**src/rtl/resize_mac_accum_if.sv**
```systemverilog
// rtl/resize_mac_accum_if.sv - valid/ready stream bundle shared by product input and pixel output
interface resize_mac_accum_if #(
  parameter int W = 8
);
  logic [W-1:0] tdata;
  logic         tvalid;
  logic         tready;
  logic         tlast;

  modport master (output tdata, output tvalid, output tlast, input tready);
  modport slave  (input tdata, input tvalid, input tlast, output tready);
endinterface

```
**src/rtl/resize_mac_accum.sv**
```systemverilog
// rtl/resize_mac_accum.sv - sums NUM_TAPS signed products per pixel, rounds, clamps to 8 bits
module resize_mac_accum #(
  parameter int NUM_TAPS   = 4,
  parameter int PROD_WIDTH = 28,
  parameter int FRAC_BITS  = 12,
  parameter int ACC_WIDTH  = PROD_WIDTH + 4
) (
  input  logic               ap_clk,
  input  logic               ap_rst_n,
  resize_mac_accum_if.slave  prod,
  resize_mac_accum_if.master pix,
  output logic [15:0]        sat_cnt
);

  localparam int TW = (NUM_TAPS > 2) ? $clog2(NUM_TAPS) : 1;
  localparam logic [TW-1:0] LAST_TAP = TW'(NUM_TAPS - 1);
  localparam logic signed [ACC_WIDTH-1:0] HALF    = ACC_WIDTH'(2 ** (FRAC_BITS - 1));
  localparam logic signed [ACC_WIDTH-1:0] PIX_MAX = ACC_WIDTH'(255);

  logic [TW-1:0]                tap_cnt;
  logic signed [ACC_WIDTH-1:0]  acc;
  logic signed [ACC_WIDTH-1:0]  prod_ext;
  logic signed [ACC_WIDTH-1:0]  sum;
  logic signed [ACC_WIDTH-1:0]  r;
  logic                         last_tap;
  logic                         accept;
  logic                         clamped;
  logic [7:0]                   pix_next;
  logic [7:0]                   pix_tdata_q;
  logic                         pix_tlast_q;
  logic                         pix_tvalid_q;

  assign last_tap    = (tap_cnt == LAST_TAP);
  // Only the final tap produces a pixel, so only it can be back-pressured.
  assign prod.tready = !last_tap || !pix_tvalid_q || pix.tready;
  assign accept      = prod.tvalid && prod.tready;

  assign pix.tdata  = pix_tdata_q;
  assign pix.tlast  = pix_tlast_q;
  assign pix.tvalid = pix_tvalid_q;

  always_comb begin
    prod_ext = {{(ACC_WIDTH - PROD_WIDTH){prod.tdata[PROD_WIDTH-1]}}, prod.tdata};
    sum      = acc + prod_ext;
    r        = (sum + HALF) >>> FRAC_BITS;
    clamped  = 1'b0;
    pix_next = r[7:0];
    if (r[ACC_WIDTH-1]) begin
      clamped  = 1'b1;
      pix_next = 8'd0;
    end else if (r > PIX_MAX) begin
      clamped  = 1'b1;
      pix_next = 8'd255;
    end
  end

  always_ff @(posedge ap_clk or negedge ap_rst_n) begin
    if (!ap_rst_n) begin
      tap_cnt      <= '0;
      acc          <= '0;
      pix_tdata_q  <= '0;
      pix_tlast_q  <= 1'b0;
      pix_tvalid_q <= 1'b0;
      sat_cnt      <= '0;
    end else begin
      if (accept) begin
        tap_cnt <= last_tap ? '0 : tap_cnt + TW'(1);
        acc     <= (tap_cnt == '0) ? prod_ext : sum;
      end

      if (accept && last_tap) begin
        pix_tdata_q  <= pix_next;
        pix_tlast_q  <= prod.tlast;
        pix_tvalid_q <= 1'b1;
        if (clamped && sat_cnt != 16'hFFFF) begin
          sat_cnt <= sat_cnt + 16'd1;
        end
      end else if (pix_tvalid_q && pix.tready) begin
        pix_tvalid_q <= 1'b0;
      end
    end
  end

endmodule

```
**src/flat_wrapper.sv**
```systemverilog
// flat-port wrapper written by rule: the top's interface ports become plain ports
module resize_mac_accum_flat 
#(
  parameter int NUM_TAPS   = 4,
  parameter int PROD_WIDTH = 28,
  parameter int FRAC_BITS  = 12,
  parameter int ACC_WIDTH  = PROD_WIDTH + 4
)
  (ap_clk, ap_rst_n, sat_cnt, prod_tdata, prod_tvalid, prod_tlast, prod_tready, pix_tdata, pix_tvalid, pix_tlast, pix_tready);
  resize_mac_accum_if #(.W((28))) prod_i ();
  resize_mac_accum_if #(.W(8)) pix_i ();
  input  logic ap_clk;
  input  logic ap_rst_n;
  output logic [15:0] sat_cnt;
  input wire logic [$bits(prod_i.tdata)-1:0] prod_tdata;
  input wire logic [$bits(prod_i.tvalid)-1:0] prod_tvalid;
  input wire logic [$bits(prod_i.tlast)-1:0] prod_tlast;
  output wire logic [$bits(prod_i.tready)-1:0] prod_tready;
  output wire logic [$bits(pix_i.tdata)-1:0] pix_tdata;
  output wire logic [$bits(pix_i.tvalid)-1:0] pix_tvalid;
  output wire logic [$bits(pix_i.tlast)-1:0] pix_tlast;
  input wire logic [$bits(pix_i.tready)-1:0] pix_tready;
  assign prod_i.tdata = prod_tdata;
  assign prod_i.tvalid = prod_tvalid;
  assign prod_i.tlast = prod_tlast;
  assign prod_tready = prod_i.tready;
  assign pix_tdata = pix_i.tdata;
  assign pix_tvalid = pix_i.tvalid;
  assign pix_tlast = pix_i.tlast;
  assign pix_i.tready = pix_tready;
  resize_mac_accum #(.NUM_TAPS(NUM_TAPS), .PROD_WIDTH(PROD_WIDTH), .FRAC_BITS(FRAC_BITS), .ACC_WIDTH(ACC_WIDTH)) u_core (.ap_clk(ap_clk), .ap_rst_n(ap_rst_n), .prod(prod_i), .pix(pix_i), .sat_cnt(sat_cnt));
endmodule
```
**config.mk**
```make
export PLATFORM = sky130hd
export DESIGN_NAME = resize_mac_accum_flat
export DESIGN_NICKNAME = d
export VERILOG_FILES = /design/src/rtl/resize_mac_accum_if.sv /design/src/rtl/resize_mac_accum.sv /design/src/flat_wrapper.sv
export SDC_FILE = /design/constraint.sdc
export NUM_CORES = 1
export LEC_CHECK = 0
export BUFFER_PORTS_ARGS = -buffer_cell sky130_fd_sc_hd__buf_2
export CORE_MARGIN = 5
export CORE_UTILIZATION = 65
export CTS_CLUSTER_SIZE = 25
export DETAILED_ROUTE_END_ITERATION = 16
export PLACE_DENSITY_LB_ADDON = 0.08
export SYNTH_ARGS = -nofsm -noshare
export SYNTH_HDL_FRONTEND = slang
export SYNTH_SLANG_ARGS = --single-unit
```
**constraint.sdc**
```tcl
create_clock -name ap_clk -period 8 [get_ports ap_clk]
set_clock_uncertainty 0.2 [all_clocks]
set_input_delay 2.4 -clock ap_clk [delete_from_list [all_inputs] [get_ports ap_clk]]
set_output_delay 2.4 -clock ap_clk [all_outputs]
set_load 0.01 [all_outputs]
```
* Yosys cells after proc, flatten, opt, wreduce, memory -nomap -nowiden
Cells that the tools add are included.
Storage, ports and cells: latch bits 0, memories 0, logic and storage cells 32, bits in read-only memories 0, register bits 60, input port bits 33, output and inout bits 27, bits in writable memories 0
Operators by class: divide/modulo/power cells 0, bitwise operators 0, $mul 0, add/sub/neg operators 4, equal/unequal tests 2, shifts and indexed selects 0, magnitude comparators 1, muxes and demuxes 8, reduce and logical (&&, ||, !) cells 11
Operators with widths (number):
- adder 32 x 13 -> 32 bit, second input constant | 1
- adder 32 x 28 -> 32 bit | 1
- two-way mux 32 bit | 1
- greater-than comparator 20 x 9 -> 1 bit, second input constant | 1
- adder 16 x 1 -> 16 bit, second input constant | 1
- two-way mux 8 bit | 2
- inequality test 16 bit, second input constant | 1
- logical AND 1 bit | 4
- two-way mux 1 bit | 4
- adder 2 x 1 -> 2 bit, second input constant | 1
- == test 2 bit, second input constant | 1
- logical NOT 1 bit | 2
- logical NOT 2 bit | 1
- logical OR 1 bit | 2
- two-way mux 2 bit | 1
- AND reduction 2 bit | 1
- nonzero test 2 bit | 1

* Logic depth before layout (Yosys ltp)
word-level depth 7, mapped depth 16, depth with buffers taken out 14

* Least setup slack after synthesis
No wires, ideal clock.
path type input -> register, start point input prod_tdata[0], end point register u_core.sat_cnt[1], setup slack 1.578 ns, setup time 0.128 ns, stages 14, required time 7.672 ns, arrival 6.095 ns, buffers on the path 0, cells stage by stage ha_1 > fa_1 > a211oi_1 > o21ai_1 > nand4_1 > o2111ai_4 > nor3_4 > nand4_4 > or4b_4 > nor4_4 > xor2_2 > nor4_4 > nor2b_2 > mux2_1
On the way: longest elaborated chain between the ends 7
Ends and longest elaborated chain:
- start, declared | line flat_wrapper.sv:15 | input wire logic [$bits(prod_i.tdata)-1:0] prod_tdata;
- adder 32 x 28 -> 32 bit (*) | line resize_mac_accum.sv:44 | sum = acc + prod_ext;
- adder 32 x 13 -> 32 bit (*) | line resize_mac_accum.sv:45 | r = (sum + HALF) >>> FRAC_BITS;
- greater-than comparator 20 x 9 -> 1 bit | line resize_mac_accum.sv:51 | end else if (r > PIX_MAX) begin
- two-way mux 1 bit | line resize_mac_accum.sv:51
- two-way mux 1 bit (*) | line resize_mac_accum.sv:48 | if (r[ACC_WIDTH-1]) begin
- logical AND 1 bit (*) | line resize_mac_accum.sv:75 | if (clamped && sat_cnt != 16'hFFFF) begin
- AND reduction 2 bit (no line) (*)
- end signal, assigned | line resize_mac_accum.sv:76 | sat_cnt <= sat_cnt + 16'd1;
- end, declared | line resize_mac_accum.sv:12 | output logic [15:0] sat_cnt
Mark *: on every way between the ends. The rest lies on a longest branch, timed or not. A chain may end at the register's enable or synchronous reset.

* Worst setup path in the final report
Same ends and word-level chain as after synthesis.

==> flow_summary.toml <==
[drt]
ant_nets = 0
drc = 0
drt_iter0_drc = 223
first_pass_iters = 4
drt-vias-per-instance = 6.32
num_vias = 5041
wl_per_cell_um = 17.6
wirelength_um = 14000

[pwr]
total_leakage_power_nw = 2.67
power_density_nw_per_um2 = 437
ir_drop_mv = 0.237

[clock_tree]
post_cts_buffers = 0
cts_tree = "built"
cts_resized = 0
cts_hold_buf = 0
numCtsBuffers = 9
clk_path_buf_depth = 2
clock_sinks = 60
clockRootBuffer = "clkbuf_8"
insertion_delay_ns = 0.36
path_clk_slew_ns = 0.08
h-tree-depth = 3

[finish]
area_growth_syn_to_layout_pct = 8.44
finalNetCount = 756
drive_above_1_share = 0.171
diodes = 0
finish.utilization = 0.719

[setup_path]
slowest_stage = "or4_1"
required_ns = 8.04
rr_worst_depth = 15
slowest_delay_ns = 0.59
crit_path_cell_trace = "buf_2 -> ha_1 -> fa_1 -> a211oi_1 -> o21ai_1 -> nand3_1 -> o211ai_1 -> nor2_1 -> nand4bb_1 -> or4_1 -> nor4_1 -> nor3_1 -> nor4_4 -> buf_4 -> nor2b_2 -> mux2_1"
r2r-end = "u_core.sat_cnt[1]"
path_max_fanout = 15
rrSetupSlack_ns = 2.96
worst_ep_arrival_time_ns = 6.86
r2r_start = "u_core.acc[0]"
critical_path_class = "in -> reg"
start_kind = "input pin"
endpoint_kind = "register"

[sta]
slew_headroom = 0.265
tightest_slew_ns = 1.10
setup_violations = 0
period_needed_ns = 6.82
fmax_ghz = 0.147
hold_viol = 0
slew_violations = 0
rsz0062_at_grt = "false"
finalCritPeriodShare = 0.853
tns_ns = 0

[logic_synthesis]
ys_types = 79
synthCells = 649
yosys-top-cells-area = "dfrtp_1 28%, ha_1 8.1%, nand2_1 5.6%"
yosys.area.top_type = "dfrtp_1"
async_flop_share = 1.00
synth_edf_count = 0
yosysWarnings = 0
synth_flop_cell = "dfrtp_1"
yosysSeqAreaShare = 0.278
synth.top_cell.area_share = 0.278
avgSynthCellArea_um2 = 8.31
synth_fp_nets = 718
ys_seq_elements = 60
syn_area_um2 = 5400

[global_routing]
grt-busiest-layer = "met2"
grt_pass1_wl_um = 24000
grtUsageMet1 = 0.370
grt_pass1_vias = 5057
met3_usage = 0.0436
grt_antenna_before_repair = 0
grt_usage = 0.291
overflow = 0
grt_max_degree = 64
met2_usage = 0.493

[floorplanning]
core_um2 = 8130
ios = 60
die_height_um = 101
die_w_um = 101
rows = 33
initial_core_util = 0.663
dieArea_um2 = 10200

[worst_hold_path]
hold_path.startpoint = "u_core.pix.tdata[5]"
hold_depth = 1
holdPathEnd = "u_core.pix.tdata[5]"
hp-class = "reg -> reg"

[placed_design]
place_congestion = 0.928
numPortBuffers = 59
dp_hpwl_um = 10300

[flow_run]
drv_cap = 0

[run_status]
status = "finished, final reports clean"
## per-stage QoR
step	cells	setup WS (ns)	power, mW	hold slack [ns]	area [µm²]
2_1_floorplan	649	1.58	1.89	0.254	5400
3_3_place_gp	781	1.03	2.23	0.259	5680
3_5_place_dp	781	0.875	2.28	0.264	5680
4_1_cts	797	1.24	2.55	0.279	5850
5_1_grt	797	0.813	2.79	0.293	5850
6_report	797	1.18	2.56	0.274	5850
## cell usage in the layout, fill, tap and decap left out, types with 7 or more instances in the layout
cell / netlist / layout
xor2_1: 25 / 25
dfrtp_1: 60 / 60
nor3_1: 18 / 18
o21ai_0: 50 / 50
nand2_1: 80 / 79
nand4_1: 12 / 12
buf_2: 10 / 59
o211ai_1: 12 / 12
a22o_1: 7 / 7
and3_1: 8 / 8
mux2i_1: 10 / 10
a211oi_1: 12 / 12
xnor2_1: 18 / 18
ha_1: 35 / 34
inv_1: 10 / 10
clkbuf_8: 0 / 9
nand3_1: 16 / 16
a21o_1: 19 / 19
a21oi_1: 59 / 59
nor2_1: 49 / 49
## sequential cells by signal, summed over array words and instances, names as in the netlist
signal             cells
u_core.sat_cnt        16
u_core.pix.tlast       1
u_core.pix.tdata       8
u_core.tap_cnt         2
u_core.pix.tvalid      1
u_core.acc            32
## how the worst max path moves through the flow
stage          depth (start not counted)          start                end
2_1_floorplan                         14  prod_tdata[0]  u_core.sat_cnt[1]
3_3_place_gp                          16  prod_tdata[0]  u_core.sat_cnt[1]
3_5_place_dp                          16  prod_tdata[0]  u_core.sat_cnt[1]
4_1_cts                               16  prod_tdata[0]  u_core.sat_cnt[1]
5_1_grt                               16  prod_tdata[0]  u_core.sat_cnt[1]
6_report                              16  prod_tdata[0]  u_core.sat_cnt[1]
## per-layer routing
metal  routed length [µm]  part of all wire
met1                 6030              0.43
met2                 6900              0.49
met3                  703             0.050
met4                  395             0.028
met5                    0                 0
## report_power, final
part | switching, mW | internal [mW] | total [mW]
clock network | 0.144 | 0.114 | 0.258
logic | 1.10 | 0.695 | 1.80
registers | 0.0781 | 0.423 | 0.501
total | 1.33 | 1.23 | 2.56
## cell usage after synthesis, drive strengths merged (3+ instances only)
master	count
nor4	7
or4b	3
o31a	4
o21a	6
or2	5
and2	5
a211o	3
nor2	49
xor2	28
a21oi	60
dfrtp	60
or3	6
xnor2	18
inv	10
ha	35
o21bai	4
a211oi	13
a31oi	6
mux2	7
nand3	16
o21ai	55
clkbuf	16
nand2	81
nand2b	5
buf	18
nand4	15
and3	8
o211ai	12
nor3	24
a21o	19
a22o	7
mux2i	10
## critical path: cells and delay by family
kind,cells,cell delay [ns]
fa+ha+maj,2,0.68
buf+inv,2,0.36
compound gates,3,0.80
simple gates,8,2.30
mux,1,0.31
## final cells by class
type,count,area (µm²)
multi-input combinational,545,3690
fill,670,2280
sequential,60,1500
timing repair buffer,61,310
tap,105,131
clock buffer,9,124
clock inverter,7,51.3
inverter,10,37.5
## cell families after synthesis
| kind of cell | after synthesis | share of synthesized area |
|---|---|---|
| XOR/XNOR | 46 | 0.0789 |
| AO/OA/AOI/OAI | 212 | 0.258 |
| adder cells (fa/ha/maj) | 36 | 0.0849 |
| buffers and inverters | 44 | 0.0378 |
| flip-flops | 60 | 0.278 |
| multiplexers | 17 | 0.0332 |
| AND/OR/NAND/NOR | 234 | 0.229 |
Power figures use the tool's default switching activity.
